**src/rtl/pipeline_pkg.sv**
```systemverilog
// Shared pipeline definitions: fetch FSM encoding, special instructions and
// instruction field positions used by every stage of the MIPS pipeline.
package pipeline_pkg;

  typedef enum logic {
    ST_RUN    = 1'b0,
    ST_HALTED = 1'b1
  } fetch_state_t;

  localparam logic [5:0]  HALT_OPCODE = 6'b111111;
  localparam logic [31:0] NOP_INSTR   = 32'h0000_0000;
  localparam int          PC_INC      = 4;

  // Field positions shared by opcode decode and the immediate sign-extender
  localparam int OPCODE_MSB = 31;
  localparam int OPCODE_LSB = 26;
  localparam int IMM_MSB    = 15;
  localparam int IMM_LSB    = 0;

endpackage

```
**src/rtl/if_id_reg.sv**
```systemverilog
// Pipeline latch between two stages with hold (stall) and flush (bubble)
// controls; hold takes priority over flush.
module if_id_reg #(
  parameter int                    PC_SIZE    = 32,
  parameter int                    INSTR_SIZE = 32,
  parameter logic [INSTR_SIZE-1:0] NOP_INSTR  = pipeline_pkg::NOP_INSTR
) (
  input  logic                  i_clk,
  input  logic                  i_reset,
  input  logic                  i_enable,
  input  logic                  i_hold,
  input  logic                  i_flush,
  input  logic [INSTR_SIZE-1:0] i_instr,
  input  logic [PC_SIZE-1:0]    i_pc_plus4,
  output logic [INSTR_SIZE-1:0] o_instr,
  output logic [PC_SIZE-1:0]    o_pc_plus4,
  output logic                  o_valid
);

  logic [INSTR_SIZE-1:0] instr_p1;
  logic [PC_SIZE-1:0]    pc_plus4_p1;
  logic                  vld_p1;

  // Stage boundary: fetch -> decode
  always_ff @(posedge i_clk or posedge i_reset) begin
    if (i_reset) begin
      instr_p1    <= NOP_INSTR;
      pc_plus4_p1 <= '0;
      vld_p1      <= 1'b0;
    end else if (i_enable && !i_hold) begin
      if (i_flush) begin
        instr_p1    <= NOP_INSTR;
        pc_plus4_p1 <= '0;
        vld_p1      <= 1'b0;
      end else begin
        instr_p1    <= i_instr;
        pc_plus4_p1 <= i_pc_plus4;
        vld_p1      <= 1'b1;
      end
    end
  end

  assign o_instr    = instr_p1;
  assign o_pc_plus4 = pc_plus4_p1;
  assign o_valid    = vld_p1;

endmodule

```
**src/rtl/if_stage.sv**
```systemverilog
// Instruction-fetch stage: PC register, next-PC selection, HALT detection
// with a RUN/HALTED freeze FSM, and the IF/ID latch feeding decode.
module if_stage #(
  parameter int                    PC_SIZE     = 32,
  parameter int                    INSTR_SIZE  = 32,
  parameter logic [5:0]            HALT_OPCODE = pipeline_pkg::HALT_OPCODE,
  parameter logic [INSTR_SIZE-1:0] NOP_INSTR   = pipeline_pkg::NOP_INSTR
) (
  input  logic                  i_clk,
  input  logic                  i_reset,
  input  logic                  i_enable,
  input  logic                  i_stall,
  input  logic                  i_branch_taken,
  input  logic [PC_SIZE-1:0]    i_branch_target,
  input  logic                  i_jump,
  input  logic [PC_SIZE-1:0]    i_jump_target,
  input  logic [INSTR_SIZE-1:0] i_instr,
  output logic [PC_SIZE-1:0]    o_pc,
  output logic [INSTR_SIZE-1:0] o_instr,
  output logic [PC_SIZE-1:0]    o_pc_plus4,
  output logic                  o_valid,
  output logic                  o_halt
);

  import pipeline_pkg::*;

  fetch_state_t       state_p0;
  logic [PC_SIZE-1:0] pc_p0;
  logic [PC_SIZE-1:0] pc_inc;
  logic               halt_p0;
  logic               halt_fetch;
  logic               id_flush;

  assign pc_inc     = pc_p0 + PC_SIZE'(PC_INC);
  assign halt_fetch = (i_instr[OPCODE_MSB:OPCODE_LSB] == HALT_OPCODE);
  // A redirect squashes whatever was fetched this cycle, including a HALT
  assign id_flush   = (state_p0 == ST_HALTED) || i_jump || i_branch_taken;

  // Stage boundary: PC and fetch FSM
  always_ff @(posedge i_clk or posedge i_reset) begin
    if (i_reset) begin
      state_p0 <= ST_RUN;
      pc_p0    <= '0;
      halt_p0  <= 1'b0;
    end else if (i_enable) begin
      case (state_p0)
        ST_RUN: begin
          if (!i_stall) begin
            if (i_jump) begin
              pc_p0 <= i_jump_target;
            end else if (i_branch_taken) begin
              pc_p0 <= i_branch_target;
            end else if (halt_fetch) begin
              state_p0 <= ST_HALTED;
              halt_p0  <= 1'b1;
            end else begin
              pc_p0 <= pc_inc;
            end
          end
        end
        ST_HALTED: begin
          state_p0 <= ST_HALTED;
        end
        default: begin
          state_p0 <= ST_RUN;
        end
      endcase
    end
  end

  if_id_reg #(
    .PC_SIZE    (PC_SIZE),
    .INSTR_SIZE (INSTR_SIZE),
    .NOP_INSTR  (NOP_INSTR)
  ) u_if_id (
    .i_clk      (i_clk),
    .i_reset    (i_reset),
    .i_enable   (i_enable),
    .i_hold     (i_stall),
    .i_flush    (id_flush),
    .i_instr    (i_instr),
    .i_pc_plus4 (pc_inc),
    .o_instr    (o_instr),
    .o_pc_plus4 (o_pc_plus4),
    .o_valid    (o_valid)
  );

  assign o_pc   = pc_p0;
  assign o_halt = halt_p0;

endmodule

```
**config.mk**
```make
export PLATFORM = sky130hd
export DESIGN_NAME = if_stage
export DESIGN_NICKNAME = d
export VERILOG_FILES = /design/src/rtl/pipeline_pkg.sv /design/src/rtl/if_id_reg.sv /design/src/rtl/if_stage.sv
export SDC_FILE = /design/constraint.sdc
export NUM_CORES = 1
export LEC_CHECK = 0
export CORE_ASPECT_RATIO = 0.6
export CORE_MARGIN = 2
export CORE_UTILIZATION = 45
export CTS_BUF_LIST = sky130_fd_sc_hd__clkbuf_8
export DETAILED_ROUTE_END_ITERATION = 16
export GPL_TIMING_DRIVEN = 1
export PLACE_DENSITY_LB_ADDON = 0.08
export SLEW_MARGIN = 40
export SYNTH_ARGS = -nofsm -noshare
export SYNTH_HDL_FRONTEND = slang
export SYNTH_SLANG_ARGS = --single-unit
```
**constraint.sdc**
```tcl
create_clock -name i_clk -period 4.79 [get_ports i_clk]
set_clock_uncertainty 0.1 [all_clocks]
set_input_delay 1.1975 -clock i_clk [delete_from_list [all_inputs] [get_ports i_clk]]
set_output_delay 1.1975 -clock i_clk [all_outputs]
set_load 0.005 [all_outputs]
```
==> results of run 1 <==
worst reg2reg max path: stages, from the launching register on:
cell and delay, ns:
dfrtp_1 0.49, ha_1 0.28, nand3_4 0.17, nor4_4 0.53
nand4_1 0.34, o31a_1 0.32, o22ai_1 0.14
cells by family (layout without fill, tap and decap cells):
family	after synthesis	after routing	share of synthesized area
buf+inv	49	243	0.0431
mux	1	1	0.00203
fa+ha+maj	1	1	0.00254
compound gates	177	177	0.251
flops	99	99	0.502
xor+xnor	28	28	0.0497
simple gates	134	134	0.149
layout by cell type, fill, tap and decap left out, types with 5 or more instances in the layout:
master and instances:
nor3_2 5, nor2_1 37, dfrtp_1 99, inv_1 13, a22oi_1 7, clkbuf_8 9
a22o_1 42, buf_4 13, o21ai_0 48, a222oi_1 9, o31a_1 8, o2bb2ai_1 11
clkdlybuf4s50_1 199, nand2_1 43, xnor2_1 25, nand4_1 9, nand3_1 6, a21oi_1 22
o22ai_1 8
metal layers:
layer | global-route usage | routed length, um | vias to the layer above
met5 | 0 | 0 | -
li1 | - | - | 2183
met2 | 0.380 | 6690 | 223
met4 | 0.0799 | 278 | 0
met3 | 0.0694 | 1290 | 22
met1 | 0.410 | 7420 | 2359
stage by stage:
step,worst slack [ns],instance area [sq um],util
global placement,1.07,7050,0.663
detailed placement,0.964,7050,0.663
CTS,1.37,7250,0.682
global route,1.28,7270,0.684
finish,1.40,7270,0.684
floorplan,0.902,4930,-
report_power, final:
group / leakage [uW] / internal [uW] / switching, uW
clock: 0.000101 / 241 / 303
combinational: 0.00154 / 129 / 95.5
sequential: 0.00134 / 847 / 23.1
flip-flops by register name, indices dropped and copies added (netlist names):
signal	count
o_halt	1
o_pc	32
state_p0	1
u_if_id.o_instr	32
u_if_id.o_pc_plus4	32
u_if_id.o_valid	1
worst paths after layout:
kind                                      from                              end  slack [ns]  cells past startpoint
setup / recovery                i_branch_taken             o_pc[28]$_DFFE_PP0P_        1.40                      8
hold / removal              o_halt$_DFFE_PP0P_               o_halt$_DFFE_PP0P_        0.37                      1
setup reg to reg           o_pc[2]$_DFFE_PP0P_             o_pc[24]$_DFFE_PP0P_        2.36                      6
hold reg to reg             o_halt$_DFFE_PP0P_               o_halt$_DFFE_PP0P_        0.37                      1
max in group asynchronous              i_reset              o_pc[2]$_DFFE_PP0P_        2.59                      3
min in group asynchronous              i_reset  u_if_id.o_instr[18]$_DFFE_PP0P_        1.19                      2
cell type report:
| cell class | count | share of cell area |
|---|---|---|
| sequential | 99 | 0.341 |
| multi-input combinational | 341 | 0.310 |
| timing repair buffer | 213 | 0.291 |
| tap | 139 | 0.0239 |
| clock buffer | 9 | 0.0170 |
| clock inverter | 7 | 0.00946 |
| inverter | 14 | 0.00757 |
==> run_results.csv, run 1 <==
group,metric,value,unit
status,status,"complete, no violations",
clocking,post_cts_buffers,0,
layout,n_antenna_cell,0,
placement,gp_congestion,0.889,
logic_synthesis,synthCells,489,
layout,drive_gt1_frac,0.0761,
logic_synthesis,ys_top_cells_by_count,"dfrtp_1 (99), o21ai_0 (48), nand2_1 (43)",
floorplanning,core-area,10600,sq um
clocking,cts.sinks,99,
logic_synthesis,ys_seq_area_frac,0.502,
clocking,h-tree-depth,3,
logic_synthesis,ys_seq_elements,99,
global_routing,grt.total_usage,0.270,
placement,place_inst,805,
critical_path,crit_buf_inv,3,
timing,period_share,0.707,
run,cap_violations,0,
layout,nFillCells,801,
clocking,cts_tree,"built",
logic_synthesis,synthDistinctLibCells,55,
detailed_routing,vias,4787,
detailed_routing,wirelength,15700,um
logic_synthesis,yosysMostFrequentCell,"dfrtp_1",
critical_path,setup.worst_path.start_class,"input pin",
clocking,clkTransAtPathRegs,0.09,ns
layout,regArea,2480,sq um
floorplanning,start_util,0.464,
detailed_routing,drtIter0Drc,360,
timing,final_max_slew_viol_count,0,
clocking,clock_path_buffers,2,
clocking,holdBufCountCts,0,
detailed_routing,drtPass1Iterations,6,
timing,maxSlewHeadroom,0.521,
global_routing,grt.overflow.total,0,
clocking,clock_latency,0.38,ns
critical_path,path_max_fanout,12,
timing,setup_viol,0,
pwr,powerDensity,225,nW/um^2
clocking,cts_buffers,9,
floorplanning,ios,200,
floorplanning,die_x,139,um
critical_path,path_delay_family,"buffers and inverters",
timing,period_needed,3.39,ns
detailed_routing,via_per_inst,5.82,
layout,multi_input_area,2260,sq um
logic_synthesis,synth_area_leaders,"dfrtp_1 (50%), a22o_1 (7.5%), o21ai_0 (4.9%)",
floorplanning,die-area,11800,sq um
pwr,finalPower,1640,uW
placement,dp_hpwl,11500,um
detailed_routing,wl_per_cell,19.1,um
global_routing,first_global_vias,4591,
timing,grt_setup_unrepaired,"false",
timing,finalSetupTns,0,ns
timing,hold_viol,0,
logic_synthesis,netlist_area,4930,sq um
hold_path,hp-class,"reg -> reg",
logic_synthesis,async_flop_share,1.00,
logic_synthesis,ys.flop_type,"dfrtp_1",
clocking,cts-root-buf,"clkbuf_8",
critical_path,path_class,"in -> reg",
logic_synthesis,avgSynthCellArea,10.1,sq um
timing,max_freq,0.295,GHz
layout,layout.nets,781,
detailed_routing,drc,0,
timing,whs,0.371,ns
critical_path,cp.required,4.95,ns
logic_synthesis,yosysTopAreaCell,"dfrtp_1",
logic_synthesis,synth_nets,592,
layout,area_delta_synth_final,47.4,%
floorplanning,row_count,29,
logic_synthesis,yosysTopAreaCellShare,0.502,
global_routing,antenna_found_initial,0,
layout,stdcell_count,822,
critical_path,end_kind,"flip-flop",
pwr,peakVddDrop,0.150,mV
logic_synthesis,yosysWarnings,0,
clocking,ctsResizeCount,0,
floorplanning,die_height,85.1,um
global_routing,grt_max_degree,59,
critical_path,worstPathArrival,3.54,ns
pwr,leakage,0.00298,uW
critical_path,critical_path.max_stage_delay,0.69,ns
detailed_routing,ant_nets,0,
timing,worst_pin_slew,0.719,ns
logic_synthesis,synth_enable_flop_cells,0,
placement,portBuffers,199,
global_routing,grt_pass1_wl,24900,um
critical_path,cp_cell_sequence,"clkdlybuf4s50_1, buf_4, or2_1, nor3_2, nor3_2, buf_4, o21ai_0, o2bb2ai_1",
critical_path,cp_slowest_cell,"clkdlybuf4s50_1",
Note: power is estimated with default switching activity, not from simulation.
==> run 2: changes to the inputs <==
- CORE_UTILIZATION: 45 -> 40
- clock period: 4.79 -> 2.85 ns (I/O delays scaled with it)
==> run 2 against run 1 <==
Compared with the run above: count of clock-buffer cells in the layout rose by 1; sequential share of layout area decreased by 0.65 points; largest cell class unchanged; highest routed layer unchanged; critical path depth shrank 2; utilization is 6.9 points lower.
==> run_results.csv, run 2 (same netlist as run 1, synthesis figures left out) <==
group,metric,value,unit
detailed_routing,wl_per_cell,18.4,um
clocking,ctsResizeCount,0,
floorplanning,die_height,90.0,um
clocking,cts-root-buf,"clkbuf_8",
placement,gp_congestion,0.875,
global_routing,first_global_vias,4424,
detailed_routing,vias,4665,
timing,period_share,0.849,
clocking,clkTransAtPathRegs,0.10,ns
floorplanning,row_count,31,
critical_path,critical_path.max_stage_delay,0.53,ns
clocking,post_cts_buffers,0,
status,status,"complete, no violations",
global_routing,grt_max_degree,100,
timing,period_needed,2.42,ns
layout,area_delta_synth_final,50.3,%
timing,setup_viol,0,
timing,finalSetupTns,0,ns
layout,layout.nets,789,
layout,nFillCells,991,
timing,hold_viol,0,
clocking,cts_tree,"built",
timing,max_freq,0.413,GHz
detailed_routing,drtPass1Iterations,5,
layout,n_antenna_cell,0,
detailed_routing,wl_met3,1250,um
global_routing,antenna_found_initial,0,
placement,portBuffers,199,
critical_path,setup.worst_path.start_class,"flip-flop",
timing,whs,0.388,ns
timing,final_max_slew_viol_count,0,
placement,dp_hpwl,11500,um
run,cap_violations,0,
hold_path,hp-class,"reg -> reg",
pwr,powerDensity,376,nW/um^2
detailed_routing,wirelength,15700,um
timing,maxSlewHeadroom,0.635,
clocking,clock_latency,0.37,ns
critical_path,path_class,"reg -> reg",
clocking,clock_path_buffers,2,
floorplanning,start_util,0.409,
timing,worst_pin_slew,0.543,ns
critical_path,crit_buf_inv,0,
critical_path,cp.required,3.04,ns
detailed_routing,top_layer,"met4",
clocking,holdBufCountCts,0,
global_routing,grt_pass1_wl,24800,um
floorplanning,die_x,147,um
critical_path,path_delay_family,"simple AND/OR/NAND/NOR gates",
pwr,peakVddDrop,0.218,mV
detailed_routing,drtIter0Drc,363,
clocking,cts_buffers,9,
critical_path,cp_cell_sequence,"ha_1, nand3_4, nor4_4, nand4_1, o31a_1, o22ai_1",
floorplanning,die-area,13300,sq um
critical_path,worstPathArrival,2.61,ns
detailed_routing,via_per_inst,5.45,
layout,final_common_cell,"clkdlybuf4s50_1",
layout,multi_input_area,2260,sq um
layout,regArea,2480,sq um
clocking,cts.sinks,99,
detailed_routing,ant_nets,0,
pwr,leakage,0.00304,uW
timing,grt_setup_unrepaired,"false",
critical_path,end_kind,"flip-flop",
critical_path,cp_slowest_cell,"nor4_4",
detailed_routing,met2_wirelength,6490,um
floorplanning,ios,200,
floorplanning,core-area,12100,sq um
layout,final_cell_mix,"clkdlybuf4s50_1 (199), dfrtp_1 (99), o21ai_0 (48)",
clocking,h-tree-depth,3,
critical_path,path_max_fanout,8,
detailed_routing,wl_met1,7760,um
layout,drive_gt1_frac,0.0868,
global_routing,grt.total_usage,0.237,
global_routing,grt.overflow.total,0,
detailed_routing,drc,0,
run 2: tightest hold or removal path: stages, from the launching register on:
cell and delay [ns]:
dfrtp_1 0.36, nand2_1 0.05, o31ai_1 0.05
run 2: final timing paths:
| check | cells past startpoint | slack (ns) | from | to |
|---|---|---|---|---|
| max | 6 | 0.43 | o_pc[2]$_DFFE_PP0P_ | o_pc[24]$_DFFE_PP0P_ |
| min | 2 | 0.39 | u_if_id.o_pc_plus4[9]$_DFFE_PP0P_ | u_if_id.o_pc_plus4[9]$_DFFE_PP0P_ |
| max reg2reg | 6 | 0.43 | o_pc[2]$_DFFE_PP0P_ | o_pc[24]$_DFFE_PP0P_ |
| min reg2reg | 2 | 0.39 | u_if_id.o_pc_plus4[9]$_DFFE_PP0P_ | u_if_id.o_pc_plus4[9]$_DFFE_PP0P_ |
| max in group asynchronous | 3 | 1.49 | i_reset | o_pc[21]$_DFFE_PP0P_ |
| min in group asynchronous | 3 | 0.75 | i_reset | u_if_id.o_instr[25]$_DFFE_PP0P_ |
run 2: area by class of cell:
cell class	instances	area share
sequential	99	0.334
multi-input combinational	341	0.304
clock inverter	6	0.00877
inverter	14	0.00759
clock buffer	10	0.0186
tap	165	0.0278
timing repair buffer	221	0.299
run 2: report_power, final:
part	total [uW]	internal [uW]	leakage, uW	switching (uW)
Combinational	385	224	0.00159	161
Clock	941	432	0.000108	509
Sequential	1460	1420	0.00134	38.2
Total	2790	2080	0.00304	708
run 2: metrics by stage:
stage,worst slack (ns),instances,util,cell area [sq um],total power [uW]
6_report,0.430,856,0.615,7410,2790
3_5_place_dp,0.178,839,0.596,7180,1870
3_3_place_gp,0.238,839,0.596,7180,1870
2_1_floorplan,0.607,489,-,4940,1630
5_1_grt,0.300,856,0.615,7410,2900
4_1_cts,0.442,855,0.612,7390,2810
run 2: routing by layer:
metal | track usage | vias to the layer above
li1 | - | 2205
met1 | 0.370 | 2236
met2 | 0.325 | 205
met3 | 0.0589 | 19
met4 | 0.0625 | 0
met5 | 0 | -
